File: config.mk
export PLATFORM = sky130hd
export DESIGN_NAME = complex_row_vector_feeder_flat
export DESIGN_NICKNAME = d
export VERILOG_FILES = /design/src/rtl/complex_row_vector_feeder_if.sv /design/src/rtl/complex_row_vector_feeder.sv /design/src/flat_wrapper.sv
export SDC_FILE = /design/constraint.sdc
export NUM_CORES = 1
export LEC_CHECK = 0
export ABC_AREA = 1
export BUFFER_PORTS_ARGS = -buffer_cell sky130_fd_sc_hd__buf_2
export CORE_AREA = 2 2 317 319
export CTS_CLUSTER_DIAMETER = 60
export DETAILED_ROUTE_END_ITERATION = 8
export DIE_AREA = 0 0 319 321
export GPL_TIMING_DRIVEN = 0
export PLACE_DENSITY_LB_ADDON = 0.12
export SLEW_MARGIN = 20
export SYNTH_ARGS = -nofsm -noshare
export SYNTH_HDL_FRONTEND = slang
export SYNTH_SLANG_ARGS = --single-unit
export TNS_END_PERCENT = 50
File: constraint.sdc
create_clock -name clk -period 1.75 [get_ports clk]
set_input_delay 0.35 -clock clk [delete_from_list [all_inputs] [get_ports clk]]
set_output_delay 0.35 -clock clk [all_outputs]
set_load 0.005 [all_outputs]
File: src/rtl/complex_row_vector_feeder_if.sv
// ---------------------------------------------------------------------------
// complex_row_vector_feeder_if
//
// Bundles every non-clock/non-reset signal of complex_row_vector_feeder:
//   command handshake : cmd_valid, cmd_ready, cmd_row
//   memory read port  : mem_rd_en, a_addr, p_addr, a_rdata, p_rdata
//   datapath side     : a, p, start_row_by_vector, number_of_multiples,
//                       decoder_read_now
//   status flags      : row_done, busy, cmd_error, spurious_ack, row_timeout
//
// Modports:
//   master : the feeder itself (drives addresses, chunks and status)
//   slave  : the surrounding system (command source, memories, datapath)
// ---------------------------------------------------------------------------
interface complex_row_vector_feeder_if #(
   parameter int ROW_W  = 8,
   parameter int ADDR_W = 10
);
   logic              cmd_valid;
   logic              cmd_ready;
   logic [ROW_W-1:0]  cmd_row;

   logic              mem_rd_en;
   logic [ADDR_W-1:0] a_addr;
   logic [ADDR_W-1:0] p_addr;
   logic [191:0]      a_rdata;
   logic [191:0]      p_rdata;

   logic [191:0]      a;
   logic [191:0]      p;
   logic              start_row_by_vector;
   logic [7:0]        number_of_multiples;
   logic              decoder_read_now;

   logic              row_done;
   logic              busy;
   logic              cmd_error;
   logic              spurious_ack;
   logic              row_timeout;

   modport master (
      input  cmd_valid, cmd_row, a_rdata, p_rdata, decoder_read_now,
      output cmd_ready, mem_rd_en, a_addr, p_addr, a, p,
             start_row_by_vector, number_of_multiples,
             row_done, busy, cmd_error, spurious_ack, row_timeout
   );

   modport slave (
      output cmd_valid, cmd_row, a_rdata, p_rdata, decoder_read_now,
      input  cmd_ready, mem_rd_en, a_addr, p_addr, a, p,
             start_row_by_vector, number_of_multiples,
             row_done, busy, cmd_error, spurious_ack, row_timeout
   );
endinterface

File: src/rtl/complex_row_vector_feeder.sv
// ---------------------------------------------------------------------------
// complex_row_vector_feeder
//
// Upstream sequencer for complex_row_by_vector_with_control. A row command
// selects one matrix row; the row and the vector p are read from two
// synchronous memories one 192-bit word (three 64-bit complex entries) per
// cycle, the trailing lanes of the last chunk are zero-padded, and each chunk
// is presented on a/p together with a one-cycle start_row_by_vector strobe.
// The row then stays open until the datapath answers with decoder_read_now.
//
// Ports:
//   clk   : rising-edge clock
//   reset : asynchronous, active-low reset
//   bus   : complex_row_vector_feeder_if.master (command, memory, datapath
//           and status signals)
//
// Optional feature: define ROW_FEEDER_TIMEOUT_EN to enable a drain watchdog
// that abandons the row after TIMEOUT_CYCLES cycles in DRAIN and pulses
// row_timeout. Without it, row_timeout is tied low and DRAIN waits forever.
// ---------------------------------------------------------------------------
module complex_row_vector_feeder #(
   parameter int ROW_LEN        = 3,
   parameter int N_ROWS         = 16,
   parameter int ROW_W          = 8,
   parameter int ADDR_W         = 10,
   parameter int TIMEOUT_CYCLES = 64
) (
   input logic clk,
   input logic reset,
   complex_row_vector_feeder_if.master bus
);

   localparam int CHUNKS = (ROW_LEN + 2) / 3;
   localparam int K_W    = (CHUNKS > 1) ? $clog2(CHUNKS) : 1;

   typedef enum logic [1:0] {
      S_IDLE,
      S_ISSUE,
      S_DRAIN
   } state_t;

   state_t            state_q, state_d;
   logic [ROW_W-1:0]  row_q;
   logic [K_W-1:0]    k_q;

   logic              rd_pending_q;
   logic              rd_last_q;
   logic [K_W-1:0]    rd_k_q;
   logic              strobe_q;
   logic              strobe_last_q;
   logic              drained_q;
   logic              spurious_q;
   logic [191:0]      a_q, p_q;
   logic [191:0]      a_masked, p_masked;

   logic              cmd_ok;
   logic              issue_last;
   logic              ack_ok;
   logic              timeout_hit;

   logic              cmd_ready_c, busy_c, mem_rd_en_c;
   logic              row_done_c, cmd_error_c, row_timeout_c;

   assign cmd_ok     = bus.cmd_valid && (32'(bus.cmd_row) < 32'(N_ROWS));
   assign issue_last = (k_q == K_W'(CHUNKS - 1));

   // The ack is only honoured once the final strobe has left the bus;
   // drained_q goes high on the edge that ends the final strobe cycle.
   assign ack_ok     = (state_q == S_DRAIN) && drained_q && bus.decoder_read_now;

`ifdef ROW_FEEDER_TIMEOUT_EN
   localparam int TO_W = $clog2(TIMEOUT_CYCLES + 1);
   logic [TO_W-1:0] to_cnt_q;

   // Watchdog counter: zero on the first DRAIN cycle, one more every
   // following DRAIN cycle; held at zero everywhere else.
   always_ff @(posedge clk or negedge reset) begin
      if (!reset) begin
         to_cnt_q <= '0;
      end else if (state_q != S_DRAIN) begin
         to_cnt_q <= '0;
      end else begin
         to_cnt_q <= to_cnt_q + 1'b1;
      end
   end

   assign timeout_hit = (state_q == S_DRAIN) && (to_cnt_q == TO_W'(TIMEOUT_CYCLES));
`else
   assign timeout_hit = 1'b0;
`endif

   // Control FSM state register.
   always_ff @(posedge clk or negedge reset) begin
      if (!reset) begin
         state_q <= S_IDLE;
      end else begin
         state_q <= state_d;
      end
   end

   // Next-state and handshake/status decode. A real acknowledge wins over
   // a watchdog expiry in the same cycle.
   always_comb begin
      state_d       = state_q;
      cmd_ready_c   = 1'b0;
      busy_c        = 1'b1;
      mem_rd_en_c   = 1'b0;
      row_done_c    = 1'b0;
      cmd_error_c   = 1'b0;
      row_timeout_c = 1'b0;
      case (state_q)
         S_IDLE: begin
            cmd_ready_c = 1'b1;
            busy_c      = 1'b0;
            if (bus.cmd_valid) begin
               if (cmd_ok) begin
                  state_d = S_ISSUE;
               end else begin
                  cmd_error_c = 1'b1;
               end
            end
         end
         S_ISSUE: begin
            mem_rd_en_c = 1'b1;
            if (issue_last) begin
               state_d = S_DRAIN;
            end
         end
         S_DRAIN: begin
            if (ack_ok) begin
               row_done_c = 1'b1;
               state_d    = S_IDLE;
            end else if (timeout_hit) begin
               row_timeout_c = 1'b1;
               state_d       = S_IDLE;
            end
         end
         default: begin
            state_d = S_IDLE;
         end
      endcase
   end

   // Row latch and chunk index: k restarts at zero for every accepted row
   // and advances once per issued address pair.
   always_ff @(posedge clk or negedge reset) begin
      if (!reset) begin
         row_q <= '0;
         k_q   <= '0;
      end else if (state_q == S_IDLE) begin
         k_q <= '0;
         if (cmd_ok) begin
            row_q <= bus.cmd_row;
         end
      end else if (state_q == S_ISSUE && !issue_last) begin
         k_q <= k_q + 1'b1;
      end
   end

   // Lanes whose entry index 3k+lane falls beyond the row are zeroed; only
   // the last chunk can contain such lanes.
   always_comb begin
      a_masked = bus.a_rdata;
      p_masked = bus.p_rdata;
      for (int lane = 0; lane < 3; lane++) begin
         if (3 * int'(rd_k_q) + lane >= ROW_LEN) begin
            a_masked[191 - 64*lane -: 64] = 64'b0;
            p_masked[191 - 64*lane -: 64] = 64'b0;
         end
      end
   end

   // Two-stage read pipeline: stage one marks that memory data arrives next
   // cycle, stage two registers the padded chunk and raises the strobe.
   // Reset clears both stages so in-flight reads never produce a strobe.
   always_ff @(posedge clk or negedge reset) begin
      if (!reset) begin
         rd_pending_q  <= 1'b0;
         rd_last_q     <= 1'b0;
         rd_k_q        <= '0;
         strobe_q      <= 1'b0;
         strobe_last_q <= 1'b0;
         a_q           <= '0;
         p_q           <= '0;
      end else begin
         rd_pending_q  <= mem_rd_en_c;
         rd_last_q     <= mem_rd_en_c && issue_last;
         if (mem_rd_en_c) begin
            rd_k_q <= k_q;
         end
         strobe_q      <= rd_pending_q;
         strobe_last_q <= rd_last_q;
         if (rd_pending_q) begin
            a_q <= a_masked;
            p_q <= p_masked;
         end
      end
   end

   // drained_q opens the acknowledge window after the final strobe;
   // spurious_q remembers any decoder_read_now seen outside that window.
   always_ff @(posedge clk or negedge reset) begin
      if (!reset) begin
         drained_q  <= 1'b0;
         spurious_q <= 1'b0;
      end else begin
         if (state_q == S_IDLE) begin
            drained_q <= 1'b0;
         end else if (strobe_q && strobe_last_q) begin
            drained_q <= 1'b1;
         end
         if (bus.decoder_read_now && !ack_ok) begin
            spurious_q <= 1'b1;
         end
      end
   end

   assign bus.cmd_ready           = cmd_ready_c;
   assign bus.busy                = busy_c;
   assign bus.mem_rd_en           = mem_rd_en_c;
   assign bus.row_done            = row_done_c;
   assign bus.cmd_error           = cmd_error_c;
   assign bus.row_timeout         = row_timeout_c;
   assign bus.spurious_ack        = spurious_q;
   assign bus.start_row_by_vector = strobe_q;
   assign bus.a                   = a_q;
   assign bus.p                   = p_q;
   assign bus.number_of_multiples = 8'(CHUNKS);

   // Address pair for chunk k; the matrix address wraps at ADDR_W bits.
   assign bus.a_addr = ADDR_W'(row_q) * ADDR_W'(CHUNKS) + ADDR_W'(k_q);
   assign bus.p_addr = ADDR_W'(k_q);

endmodule

File: src/flat_wrapper.sv
// flat-port wrapper written by rule: the top's interface ports become plain ports
module complex_row_vector_feeder_flat 
#(
   parameter int ROW_LEN        = 3,
   parameter int N_ROWS         = 16,
   parameter int ROW_W          = 8,
   parameter int ADDR_W         = 10,
   parameter int TIMEOUT_CYCLES = 64
)
  (clk, reset, bus_cmd_valid, bus_cmd_row, bus_a_rdata, bus_p_rdata, bus_decoder_read_now, bus_cmd_ready, bus_mem_rd_en, bus_a_addr, bus_p_addr, bus_a, bus_p, bus_start_row_by_vector, bus_number_of_multiples, bus_row_done, bus_busy, bus_cmd_error, bus_spurious_ack, bus_row_timeout);
  complex_row_vector_feeder_if #(.ROW_W(ROW_W), .ADDR_W(ADDR_W)) bus_i ();
  input logic clk;
  input logic reset;
  input wire logic [$bits(bus_i.cmd_valid)-1:0] bus_cmd_valid;
  input wire logic [$bits(bus_i.cmd_row)-1:0] bus_cmd_row;
  input wire logic [$bits(bus_i.a_rdata)-1:0] bus_a_rdata;
  input wire logic [$bits(bus_i.p_rdata)-1:0] bus_p_rdata;
  input wire logic [$bits(bus_i.decoder_read_now)-1:0] bus_decoder_read_now;
  output wire logic [$bits(bus_i.cmd_ready)-1:0] bus_cmd_ready;
  output wire logic [$bits(bus_i.mem_rd_en)-1:0] bus_mem_rd_en;
  output wire logic [$bits(bus_i.a_addr)-1:0] bus_a_addr;
  output wire logic [$bits(bus_i.p_addr)-1:0] bus_p_addr;
  output wire logic [$bits(bus_i.a)-1:0] bus_a;
  output wire logic [$bits(bus_i.p)-1:0] bus_p;
  output wire logic [$bits(bus_i.start_row_by_vector)-1:0] bus_start_row_by_vector;
  output wire logic [$bits(bus_i.number_of_multiples)-1:0] bus_number_of_multiples;
  output wire logic [$bits(bus_i.row_done)-1:0] bus_row_done;
  output wire logic [$bits(bus_i.busy)-1:0] bus_busy;
  output wire logic [$bits(bus_i.cmd_error)-1:0] bus_cmd_error;
  output wire logic [$bits(bus_i.spurious_ack)-1:0] bus_spurious_ack;
  output wire logic [$bits(bus_i.row_timeout)-1:0] bus_row_timeout;
  assign bus_i.cmd_valid = bus_cmd_valid;
  assign bus_i.cmd_row = bus_cmd_row;
  assign bus_i.a_rdata = bus_a_rdata;
  assign bus_i.p_rdata = bus_p_rdata;
  assign bus_i.decoder_read_now = bus_decoder_read_now;
  assign bus_cmd_ready = bus_i.cmd_ready;
  assign bus_mem_rd_en = bus_i.mem_rd_en;
  assign bus_a_addr = bus_i.a_addr;
  assign bus_p_addr = bus_i.p_addr;
  assign bus_a = bus_i.a;
  assign bus_p = bus_i.p;
  assign bus_start_row_by_vector = bus_i.start_row_by_vector;
  assign bus_number_of_multiples = bus_i.number_of_multiples;
  assign bus_row_done = bus_i.row_done;
  assign bus_busy = bus_i.busy;
  assign bus_cmd_error = bus_i.cmd_error;
  assign bus_spurious_ack = bus_i.spurious_ack;
  assign bus_row_timeout = bus_i.row_timeout;
  complex_row_vector_feeder #(.ROW_LEN(ROW_LEN), .N_ROWS(N_ROWS), .ROW_W(ROW_W), .ADDR_W(ADDR_W), .TIMEOUT_CYCLES(TIMEOUT_CYCLES)) u_core (.clk(clk), .reset(reset), .bus(bus_i));
endmodule
Word-level counts from Yosys, hierarchy flattened
Cells that the tools add are included.
- $mul: 1
- add/subtract/negate cells: 4
- mux-type cells: 23
- shift-type cells: 0
- eq/ne operators: 6
- reductions and logical operators: 13
- divide/modulo/power cells: 0
- bitwise logic cells: 1
- order comparisons: 4
- operator list (cell ; number):
    $mux W64 ; 6
    $ge A32 B3 Y1 const B ; 3
    $add A32 B2 Y32 const B ; 1
    $add A32 B3 Y32 const B ; 1
    $mux W1 ; 12
    $add A8 B1 Y9 ; 1
    $lt A8 B5 Y1 const B ; 1
    $mux W2 ; 4
    $logic_and A1 B1 Y1 ; 7
    $pmux W2 S3 ; 1
    $ne A2 B1 Y1 const B ; 2
    $ne A2 B2 Y1 const B ; 2
    $reduce_and A4 Y1 ; 1
    $reduce_bool A2 Y1 ; 2
    $mul A2 B1 Y3 const A ; 1
    $eq A2 B1 Y1 const B ; 1
    $eq A2 B2 Y1 const B ; 1
    $logic_not A2 Y1 ; 1
    $reduce_and A2 Y1 ; 1
    $add A1 B1 Y1 const B ; 1
    $logic_not A1 Y1 ; 1
    $not A1 Y1 ; 1
- output and inout bits: 420
- memory bits (read-only): 0
- flip-flop bits (word level): 402
- bits in writable memories: 0
- memories: 0
- input bits: 396
- word-level logic and storage cells: 64
- bits in latches: 0

Longest topological paths before layout
- depth in word-level cells: 5
- mapped depth: 7
- depth with buffers taken out: 7

Worst setup path before layout
Ideal clock, no wire load.
- path type: reg-to-output
- start: register u_core.k_q
- end: output bus_a_addr[8]
- slack: 273 ps
- required time: 1400 ps
- buffers on the path: 0
- data arrival time: 1127 ps
- stages on the path, launching flop included: 6
- cell sequence: dfrtp_1 -> ha_1 -> ha_1 -> nand3_1 -> nor2_1 -> and3_1
- cells in the longest elaborated chain, start to end: 1
- ends and longest elaborated chain (element ; RTL line ; source):
    start, declared ; complex_row_vector_feeder.sv:44 ; logic [K_W-1:0] k_q;
    start signal, assigned ; complex_row_vector_feeder.sv:156 ; k_q <= k_q + 1'b1;
    $add A8 B1 Y9 ; complex_row_vector_feeder.sv:231 ; assign bus.a_addr = ADDR_W'(row_q) * ADDR_W'(CHUNKS) + ADDR_W'(k_q);
    end, declared ; flat_wrapper.sv:21 ; output wire logic [$bits(bus_i.a_addr)-1:0] bus_a_addr;
No other way between the ends.

Worst setup path after layout
- start: register u_core.k_q
- end: output bus_a_addr[2]
Same word-level chain as after synthesis.

==> flow_summary_export.csv <==
group,metric,value,unit
logic_synthesis,synth_compound_area_share,12.0,%
power_and_ir_drop,pwr-share-clk,30.5,%
setup_path,cp_slowest_cell,"dfrtp_1",
logic_synthesis,yosysWarnings,0,
power_and_ir_drop,power_frac_seq,40.2,%
final_layout,drive_above_1_share,33.9,%
logic_synthesis,syn-instance-count,1781,
logic_synthesis,synth.most_common_cell,"dfrtp_1",
setup_path,critical_path.endpoint_type,"primary output",
cts,cts_max_level,2,
global_route,grt_pass1_vias,18271,
place,placed_area,0.0224,sq mm
setup_path,crit_chain,"ha_4 -> ha_4 -> buf_4 -> xor2_2 -> buf_2",
sta,clock_skew,0.0124,ns
logic_synthesis,ys_seq_elements,402,
sta,rsz0062_at_grt,"true",
logic_synthesis,ys_seq_area_share,60.8,%
hold_path,hold_class,"in2reg",
setup_path,critPathKind,"reg2out",
route,routed_wl,77.0,mm
power_and_ir_drop,p_sw,13.2,mW
final_layout,layout.cells.non_filler,4403,
global_route,grt_use_total,14.5,%
run,drv_cap,0,
logic_synthesis,synth_top_area_share,60.8,%
place,port-buffer-count,796,
die,boundaryPins,816,
final_layout,syn2layout_area_growth,72.2,%
cts,cts_buffers,60,
outcome,failed_checks,"setup timing",
setup_path,critPathTopFamily,"flip-flops",
logic_synthesis,ys.flop_type,"dfrtp_1",
logic_synthesis,synthTopCellsByCount,"dfrtp_1, inv_1, nand3_1",
cts,clock-sinks,402,
power_and_ir_drop,p_per_area,1380,mW/mm^2
final_layout,fin_area,0.0285,sq mm
die,die_y,321,microns
global_route,grt_pass1_wl,114,mm
setup_path,arrival,1.84,ns
die,core_area,0.0993,sq mm
outcome,outcome,"complete, but fails checks",
sta,fmax,456,MHz
sta,finalMaxSlewViolations,0,
cts,cts_root_buffer,"clkbuf_16",
die,start_util,16.7,%
logic_synthesis,synth_xor_area_share,0.159,%
setup_path,ff2ff_path_depth,6,
logic_synthesis,ys_top_cells_by_area,"dfrtp_1, nand3_1, inv_1",
logic_synthesis,yosys.area.top_type,"dfrtp_1",
route,ant_nets,0,
sta,worstMarginPinSlew,0.569,ns
power_and_ir_drop,leakage,14.1,nW
route,drc,0,
setup_path,cp_common_cell,"ha_4",
sta,relSlewSlack,62.0,%
logic_synthesis,synthArstFlopShare,100,%
die,rows,116,
place,gp_congestion,0.827,
logic_synthesis,yosysUniqueCellTypes,22,
die,dieArea,0.102,sq mm
final_layout,nNetsFinal,3449,
setup_path,worstPathRequired,1.40,ns
hold_path,min_path_cells,3,
logic_synthesis,synthSimpleGateAreaFrac,12.8,%
setup_path,crit_buf_inv,2,
sta,hold_viol_final,0,
place,detailed_place_hpwl,59.0,mm
cts,cts_tree,"done",
logic_synthesis,synth_enable_flop_cells,0,
route,firstDrtPassIters,5,
die,die_w,319,microns
global_route,gr-total-overflow,0,
global_route,antenna_found_initial,5,
setup_path,max_stage_delay,0.42,ns
logic_synthesis,synth_mux_area_share,0,%
sta,fin_crit_sh,125,%
cts,clk_pin_slew,0.06,ns
cts,clock_latency,0.63,ns
sta,setup_viol,14,
route,drtIter0Drc,763,
place,post-place-cells,3897,
setup_path,start_kind,"flip-flop",
route,wl_per_cell,17.5,microns
power_and_ir_drop,vdd_drop_max,0.751,mV
sta,whs,0.0753,ns
logic_synthesis,synth_top_family_by_area,"buffers and inverters",
global_route,grt_max_degree,87,
power_and_ir_drop,internal-power,26.1,mW
route,dr_total_vias,17020,
sta,layout_setup_ws,-0.441,ns
setup_path,cp.depth,5,
sta,period_minus_slack,2.19,ns
logic_synthesis,synth_area_per_cell,9.29,sq um
final_layout,fin_util,28.7,%
logic_synthesis,synthAdderAreaFrac,0.151,%
logic_synthesis,netlist_area,0.0166,sq mm
cts,cts_buffer_depth,3,
route,vias_per_cell,3.87,
power_and_ir_drop,comb_power_share,29.3,%
power_and_ir_drop,netSwitchingFraction,33.6,%
setup_path,crit_path_max_fanout,3,
==> power groups by stage <==
stage | sequential (mW) | clock [mW] | combinational [mW]
final | 15.8 | 12.0 | 11.5
after CTS | 15.9 | 12.5 | 11.8
after floorplan | 16.1 | 0 | 3.21
after global routing | 16.4 | 12.8 | 13.0
after detailed placement | 15.9 | 0 | 10.9
after global placement | 15.8 | 0 | 10.9
==> registers in the layout, summed over array words and instances, names as in the netlist <==
signal / flops
u_core.bus.start_row_by_vector: 1
u_core.k_q: 1
u_core.rd_k_q: 1
u_core.row_q: 8
u_core.drained_q: 1
u_core.strobe_last_q: 1
u_core.bus.spurious_ack: 1
u_core.state_q: 2
u_core.bus.p: 192
u_core.rd_last_q: 1
u_core.bus.a: 192
u_core.rd_pending_q: 1
==> cells by family (layout without fill, tap and decap cells) <==
family | count (synthesis) | count (layout)
flops | 402 | 402
other cells | 2 | 25
compound gates | 395 | 395
xor+xnor | 3 | 3
buf+inv | 546 | 1847
fa+ha+maj | 2 | 2
simple gates | 431 | 431
==> cell type report <==
cell class	count	area [sq um]
Inverter	398	1500
Multi-Input combinational cell	850	4340
Fill cell	10774	70800
Buffer	147	923
Timing Repair Buffer	1192	8090
Tap cell	1298	1620
Antenna cell	6	15.0
Clock buffer	81	1670
Sequential cell	402	10100
Clock inverter	29	282
==> routing by layer <==
metal	GRT usage (%)	share of wire [%]	vias up
li1	-	-	8226
met1	16.5	40	8052
met2	25.7	50	602
met3	4.44	7.1	138
met4	5.19	3.6	2
met5	0	0.021	-
==> worst min-delay path, delay by kind of cell <==
family,cells,cell delay [ns]
buf+inv,1,0.08
simple gates,1,0.13
compound gates,1,0.10
==> layout by cell type, fill, tap and decap left out, types with 3 or more instances in the layout <==
cell / instances
buf_2: 826
dfrtp_1: 400
inv_1: 394
nand3_1: 384
dlygate4sd3_1: 381
o21ai_0: 236
o21ai_1: 156
clkbuf_16: 62
buf_4: 61
clkbuf_1: 40
nand2_1: 21
conb_1: 19
clkbuf_2: 15
buf_6: 13
clkinv_2: 10
nor2_1: 9
clkbuf_8: 8
diode_2: 6
inv_6: 6
nor2_4: 5
clkinv_4: 5
buf_16: 5
inv_2: 3
nand4_1: 3
nand3_2: 3
buf_8: 3
bufinv_16: 3
clkinvlp_4: 3
==> through the flow <==
| stage | setup TNS [ns] | worst slack [ns] | power (mW) |
|---|---|---|---|
| after floorplan | 0 | 0.273 | 19.3 |
| after global placement | -3571.79 | -8.72 | 26.7 |
| after detailed placement | -115.27 | -0.850 | 26.8 |
| after CTS | -4.29 | -0.506 | 40.1 |
| after global routing | -5.08 | -0.554 | 42.2 |
| final | -3.47 | -0.441 | 39.3 |
==> timing repair <==
item	4_1_cts	5_1_grt
pin swaps	7	6
resized for setup	55	18
gates cloned	0	1
setup endpoints to repair	365	128
buffers inserted	5	4
hold endpoints to repair	548	0
hold buffers	381	0
==> final timing paths <==
path | from | to | slack (ns)
setup / recovery | u_core.k_q | bus_a_addr[2] | -0.44
hold / removal | bus_a_rdata[123] | u_core.bus.a[123] | 0.08
setup reg to reg | u_core.rd_pending_q | u_core.bus.a[47] | 0.09
hold reg to reg | u_core.rd_last_q | u_core.strobe_last_q | 0.35
max in group asynchronous | reset | u_core.bus.p[125] | 0.21
min in group asynchronous | reset | u_core.bus.a[3] | 0.15
(Power assumes the default switching activity.)
